`config.mk`:
```
export PLATFORM = sky130hd
export DESIGN_NAME = instruction_fetch_unit
export DESIGN_NICKNAME = d
export VERILOG_FILES = /design/src/rtl/instruction_fetch_unit.sv
export SDC_FILE = /design/constraint.sdc
export NUM_CORES = 1
export LEC_CHECK = 0
export ABC_CLOCK_PERIOD_IN_PS = 2710
export BUFFER_PORTS_ARGS = -buffer_cell sky130_fd_sc_hd__buf_2
export CORE_MARGIN = 5
export CORE_UTILIZATION = 50
export DETAILED_ROUTE_END_ITERATION = 16
export PLACE_DENSITY = 0.83
export SYNTH_ARGS = -nofsm -noshare
export SYNTH_HDL_FRONTEND = slang
export SYNTH_SLANG_ARGS = --single-unit
```
`constraint.sdc`:
```
create_clock -name i_Clk -period 2.71 [get_ports i_Clk]
set_input_delay 0.4065 -clock i_Clk [delete_from_list [all_inputs] [get_ports i_Clk]]
set_output_delay 0.4065 -clock i_Clk [all_outputs]
set_load 0.005 [all_outputs]
```
`src/rtl/instruction_fetch_unit.sv`:
```
// Fetch stage: owns the PC, addresses the combinational instruction memory and
// registers the returned word into IF/ID, with stall, redirect/flush and halt.
module instruction_fetch_unit #(
  parameter logic [31:0] RESET_PC    = 32'h0000_0000,
  parameter logic [5:0]  HALT_OPCODE = 6'b111111
) (
  input  logic        i_Clk,
  input  logic        i_Rst_n,
  input  logic        i_Stall,
  input  logic        i_Redirect,
  input  logic [31:0] i_Target,
  input  logic [31:0] i_Instruction,
  output logic [31:0] o_Addr,
  output logic [31:0] o_PC,
  output logic [31:0] o_PC_Plus4,
  output logic [31:0] o_Instruction,
  output logic        o_Valid,
  output logic        o_Halted,
  output logic [31:0] o_Fetch_Count
);

  // The memory answers this address with the halt word, so INIT fetches nothing useful.
  localparam logic [31:0] INIT_PC = 32'hFFFF_FFFC;

  typedef enum logic [1:0] {
    ST_INIT,
    ST_RUN,
    ST_HALT
  } state_t;

  state_t      state;
  logic [31:0] pc;
  logic [31:0] redirect_pc;
  logic        is_halt_word;

  // Target is always word aligned; the low bits are deliberately dropped.
  assign redirect_pc  = {i_Target[31:2], 2'b00};
  assign is_halt_word = (i_Instruction[31:26] == HALT_OPCODE);
  assign o_Addr       = pc;

  logic unused_target_bits;
  assign unused_target_bits = &{1'b0, i_Target[1:0]};

  // NOTE: all state uses non-blocking assignments so every register samples
  // pre-edge values; the reset branch restores every register in the block.
  always_ff @(posedge i_Clk) begin
    if (!i_Rst_n) begin
      state         <= ST_INIT;
      pc            <= INIT_PC;
      o_PC          <= '0;
      o_PC_Plus4    <= '0;
      o_Instruction <= '0;
      o_Valid       <= 1'b0;
      o_Halted      <= 1'b0;
      o_Fetch_Count <= '0;
    end else begin
      case (state)
        ST_INIT: begin
          pc    <= RESET_PC;
          state <= ST_RUN;
        end

        ST_RUN: begin
          if (i_Redirect) begin
            pc            <= redirect_pc;
            o_Valid       <= 1'b0;
            o_Instruction <= '0;
          end else if (!i_Stall) begin
            o_PC          <= pc;
            o_PC_Plus4    <= pc + 32'd4;
            o_Instruction <= i_Instruction;
            o_Valid       <= 1'b1;
            if (o_Fetch_Count != 32'hFFFF_FFFF)
              o_Fetch_Count <= o_Fetch_Count + 32'd1;
            // The halt word itself still reaches decode; only the PC freezes.
            if (is_halt_word) begin
              state    <= ST_HALT;
              o_Halted <= 1'b1;
            end else begin
              pc <= pc + 32'd4;
            end
          end
        end

        ST_HALT: begin
          if (i_Redirect) begin
            pc            <= redirect_pc;
            o_Valid       <= 1'b0;
            o_Instruction <= '0;
            o_Halted      <= 1'b0;
            state         <= ST_RUN;
          end else if (!i_Stall) begin
            o_Valid <= 1'b0;
          end
        end

        default: begin
          state <= ST_INIT;
          pc    <= INIT_PC;
        end
      endcase
    end
  end

endmodule

```
* After elaboration in Yosys (flattened, before gate mapping)
Index checks and enable logic that the tools add are counted.
** Cells by class
- $add $sub $neg :: 2
- Bitwise operators :: 2
- Equal/unequal tests :: 11
- Muxes and demuxes :: 24
- Reduce and logical (&&, ||, !) cells :: 9
** Operator list (number)
- 2-to-1 mux 32 bit :: 7
- case mux 32 bit (3 select lines) :: 1
- case mux 32 bit (2 select lines) :: 1
- adder 32 x 1 -> 32 bit (second input constant) :: 1
- adder 32 x 3 -> 32 bit (second input constant) :: 1
- != test 32 bit (second input constant) :: 1
- AND reduction 3 bit :: 4
- != test 3 bit (second input constant) :: 3
- 2-to-1 mux 1 bit :: 8
- 2-to-1 mux 2 bit :: 4
- != test 2 bit (second input constant) :: 4
- AND reduction 4 bit :: 2
- == test 6 bit (second input constant) :: 1
- case mux 2 bit (3 select lines) :: 1
- AND reduction 5 bit :: 1
- case mux 1 bit (2 select lines) :: 2
- == test 2 x 1 -> 1 bit (second input constant) :: 1
- == test 2 bit (second input constant) :: 1
- logical NOT 2 bit :: 1
- NOT 1 bit :: 2
- nonzero test 2 bit :: 1
** Word-level totals
- Logic and storage cells :: 56
- Register bits after elaboration :: 164
- Output and inout bits :: 162

* Longest topological paths before layout
- Depth in word-level cells :: 5
- Gate-level depth with buffers :: 9
- Depth with buffers taken out :: 6

* Least setup slack after synthesis
No wires, ideal clock.
- Path kind :: register to register
- Start :: register pc[7] (netlist: o_Addr[7])
- End :: register pc[19] (netlist: o_Addr[19])
- Cell stages (with the launch flop) :: 7
- Arrival :: 2.044 ns
- Library setup time :: 0.134 ns
- Setup slack :: 0.532 ns
- Path buffers :: 1
- Required time :: 2.576 ns
- Cells stage by stage :: dfxtp_1 -> buf_2 -> nand4_1 -> or4_1 -> or4b_1 -> a31oi_1 -> o21ai_0
** On the way
- Word-level cells in the longest chain between the ends :: 5
** Ends and longest elaborated chain
- from (decl) :: RTL line 32 : logic [31:0] pc;
- from (signal assigned) :: RTL line 65 : pc <= redirect_pc;
- from (signal assigned) :: RTL line 80 : pc <= pc + 32'd4;
- from (signal assigned) :: RTL line 87 : pc <= redirect_pc;
- adder 32 x 3 -> 32 bit :: RTL line 80
- 2-to-1 mux 32 bit :: RTL line 76 : if (is_halt_word) begin
- 2-to-1 mux 32 bit :: RTL line 68 : end else if (!i_Stall) begin
- 2-to-1 mux 32 bit :: RTL line 64 : if (i_Redirect) begin
- case mux 32 bit (3 select lines) :: RTL line 57 : case (state)
No other way between the ends. The select of a mux whose other input is x is not followed.
A chain may end at the register's enable or synchronous reset.

* Final worst setup path
- Start :: register pc[12] (netlist: o_Addr[12])
- End :: register pc[19] (netlist: o_Addr[19])
Same word-level chain as after synthesis.

==> results.md <==
* Hold Crit Class: in2reg
* Fmax achieved at approximately 400 MHz
* IO Pins at 230
* Peak VDD IR at between 500 and 600 uV
* Syn Inst Count at 939
* Area occupied by multi-input gates at around 4000 um^2
* Synth warnings at 0
* Final setup violation count at 0
* Most frequent cells in the layout: buf_2, dfxtp_1, nand2_1
* Hpwl dp at roughly 16 mm
* Req. time, crit path at 2.98 ns
* Clock transition at path regs at roughly 0.060 ns
* First-pass GRT wire length at between 30 and 40 mm
* PortBufs at roughly 220
* Worst Tran Pin Value at just over 0.7 ns
* Clock Latency Late Sink at 0.42 ns
* Outcome: complete, no violations
* Worst flop-to-flop path endpoint: o_Addr[19]$_SDFFE_PN1P_
* Root buf cell: clkbuf_16
* CP Max Fanout at 7
* Core Footprint at about 15000 um^2
* Crit start category: flip-flop
* Hold Vio Cnt, Final at 0
* FF-to-FF Start: o_Addr[12]$_SDFFE_PN1P_
* Drt first pass iters at 6
* Non-Filler Instances at approximately 1300
* CTS buffer count at 17
* Gr usage total at 0.259
* Hold endpoint: o_Instruction[0]$_SDFFE_PN0P_
* Initial antenna violation count at 2
* Initial DRC count at 850
* Wire per inst at between 15 and 20 um
* Final Core Density at 0.645
* GPL Wtd Cong at between 0.9 and 1
* Post-synthesis register bit count at about 160
* H-tree depth at 4
* FP Rows at between 40 and 50
* Vias in the first global route at 7324
* RSZ-0062 raised after global routing: false
* CP Data Arrival Time at 2.76 ns
* Largest net degree at the start of global routing at 62
* Nets@finish at 1210
* Ys async rst share at 0
* Post-cts hold buffer count at 0
* R2R depth at 5
* Post-CTS Resized at 0
* CTS tree: yes
* Share of cells above drive strength 1 at 0.267
* Clock sinks at around 160
* Area delta synth->final at 25.7%
* Crit path time final at about 2.5 ns
* Critical path class: reg2reg
* Hold WS at roughly 0.24 ns
* Post-synthesis average cell area at between 8 and 9 um^2
* Layout fillers at between 1000 and 1500
* Pleak at between 3 and 4 nW
* Post-Place Cells at 1305
* Cell depth of the worst hold path at 3
* Die W at around 130 um
* Worst hold path startpoint: i_Instruction[0]
* Commonest non-fill, non-tap cell in the layout: buf_2
* Clk_skew at ~0.009 ns
* Vias at around 8000
* Gr ovfl total at 0
* Power per cell area at about 600 nW/um^2
* Post-synth EDFFs at 0
* Max Cap Viol at 0
* Wirelength, routed at 23.6 mm
* Tot Pwr at ~5.7 mW
* Sequential area share after synthesis at 0.421
* Max Slew Vio Count at 0
* Final setup TNS at 0 ns
* Netlist cell types at between 60 and 70
* Final period util at 0.919
* DRC Markers at 0
* Initial Util at 0.513
* Die area at roughly 18000 um^2
* Relative max-transition margin at 0.516
* Ys flop type: dfxtp_1
* Vias per inst at 5.99
* Die height at between 100 and 150 um
* Element type at the critical path end: flip-flop
* FF+latch area at 3160 um^2
* Setup bufs post-CTS at 0
* Reg2reg setup slack at 0.22 ns
* Cell Area, Synth at approximately 7500 um^2
* Post-route antenna net violation count at 0
* Max Buffers Root-to-Sink at 2
metal layers:
| metal | GRT usage | routed length (um) | up-vias |
|---|---|---|---|
| met4 | 0.0889 | 485 | 2 |
| met3 | 0.0733 | 2120 | 43 |
| met5 | 0 | 13 | - |
| li1 | - | - | 3807 |
| met2 | 0.425 | 11300 | 405 |
| met1 | 0.329 | 9670 | 3755 |
Yosys cell counts, types with 3 or more instances:
master	instances	area (um^2)
dfxtp_1	158	3160
nand2_1	105	394
a21oi_1	99	495
nor2_1	84	315
o21ai_0	81	405
clkbuf_1	60	225
a22oi_1	36	270
nand3_1	30	150
nand4_1	23	144
or3_1	23	144
xnor2_1	17	149
nor3_1	16	80.1
a211oi_1	15	113
xor2_1	14	123
a31oi_1	13	81.3
nand2b_1	13	81.3
inv_1	11	41.3
and4_1	10	87.6
a221o_1	9	90.1
buf_2	8	40.0
o211ai_1	8	60.1
or4_1	8	60.1
and2_1	7	43.8
buf_4	7	52.6
buf_1	6	22.5
a21o_1	5	37.5
and3_1	5	31.3
o31ai_1	5	37.5
maj3_1	4	40.0
nor4_2	4	50.1
o211a_1	4	40.0
a311oi_1	3	26.3
nor2b_1	3	18.8
nor4_1	3	18.8
o21a_1	3	22.5
or2_2	3	18.8
power breakdown:
group | internal, mW | switching (mW)
registers | 2.42 | 0.111
clock network | 1.52 | 0.943
logic | 0.287 | 0.392
total | 4.23 | 1.45
worst max-delay path by stage:
stage | startpoint | end | slack (ns) | cells past startpoint
floorplan | o_Addr[7]$_SDFFE_PN1P_ | o_Addr[19]$_SDFFE_PN1P_ | 0.53 | 6
global placement | i_Redirect | o_Fetch_Count[27]$_SDFFE_PN0P_ | 0.16 | 7
detailed placement | i_Redirect | o_Fetch_Count[29]$_SDFFE_PN0P_ | 0.11 | 7
CTS | o_Addr[12]$_SDFFE_PN1P_ | o_PC_Plus4[27]$_SDFFE_PN0P_ | 0.28 | 5
global route | o_Fetch_Count[0]$_SDFFE_PN0P_ | o_Fetch_Count[13]$_SDFFE_PN0P_ | 0.009 | 6
finish | o_Addr[12]$_SDFFE_PN1P_ | o_Addr[19]$_SDFFE_PN1P_ | 0.22 | 5
critical path, cell delays in order, from the launching register on:
cell	delay, ns
dfxtp_1	0.51
nand4_1	0.39
or4_1	0.67
or4b_1	0.49
a31oi_1	0.18
o21ai_0	0.10
metrics by stage:
step	worst slack [ns]	cell area [um^2]
finish	0.220	9450
global route	0.00932	9450
CTS	0.277	9450
detailed placement	0.109	8840
global placement	0.160	8840
floorplan	0.532	7540
flip-flops by register name, summed over array words and instances, names as in the netlist:
register,cells
o_Fetch_Count,32
o_Instruction,32
o_Addr,30
o_PC,30
o_PC_Plus4,30
state,2
o_Halted,1
o_Valid,1
final cells by class:
class,count,area share
Multi-Input combinational cell,693,0.423
Antenna cell,1,0.000265
Tap cell,184,0.0244
Inverter,11,0.00450
Clock buffer,21,0.0498
Timing Repair Buffer,259,0.149
Clock inverter,11,0.0147
Sequential cell,158,0.335
logic make-up (layout without fill, tap and decap cells):
kind of cell / after synthesis / after routing / share of synthesized area
XOR/XNOR: 31 / 31 / 0.0361
buffers and inverters: 93 / 302 / 0.0514
other: 1 / 7 / 0.000499
AND/OR/NAND/NOR: 347 / 347 / 0.232
adder cells (fa/ha/maj): 6 / 6 / 0.00865
flip-flops: 158 / 158 / 0.421
multiplexers: 3 / 3 / 0.00416
AO/OA/AOI/OAI: 300 / 300 / 0.247
No activity file was read; power rests on OpenSTA's default activity.
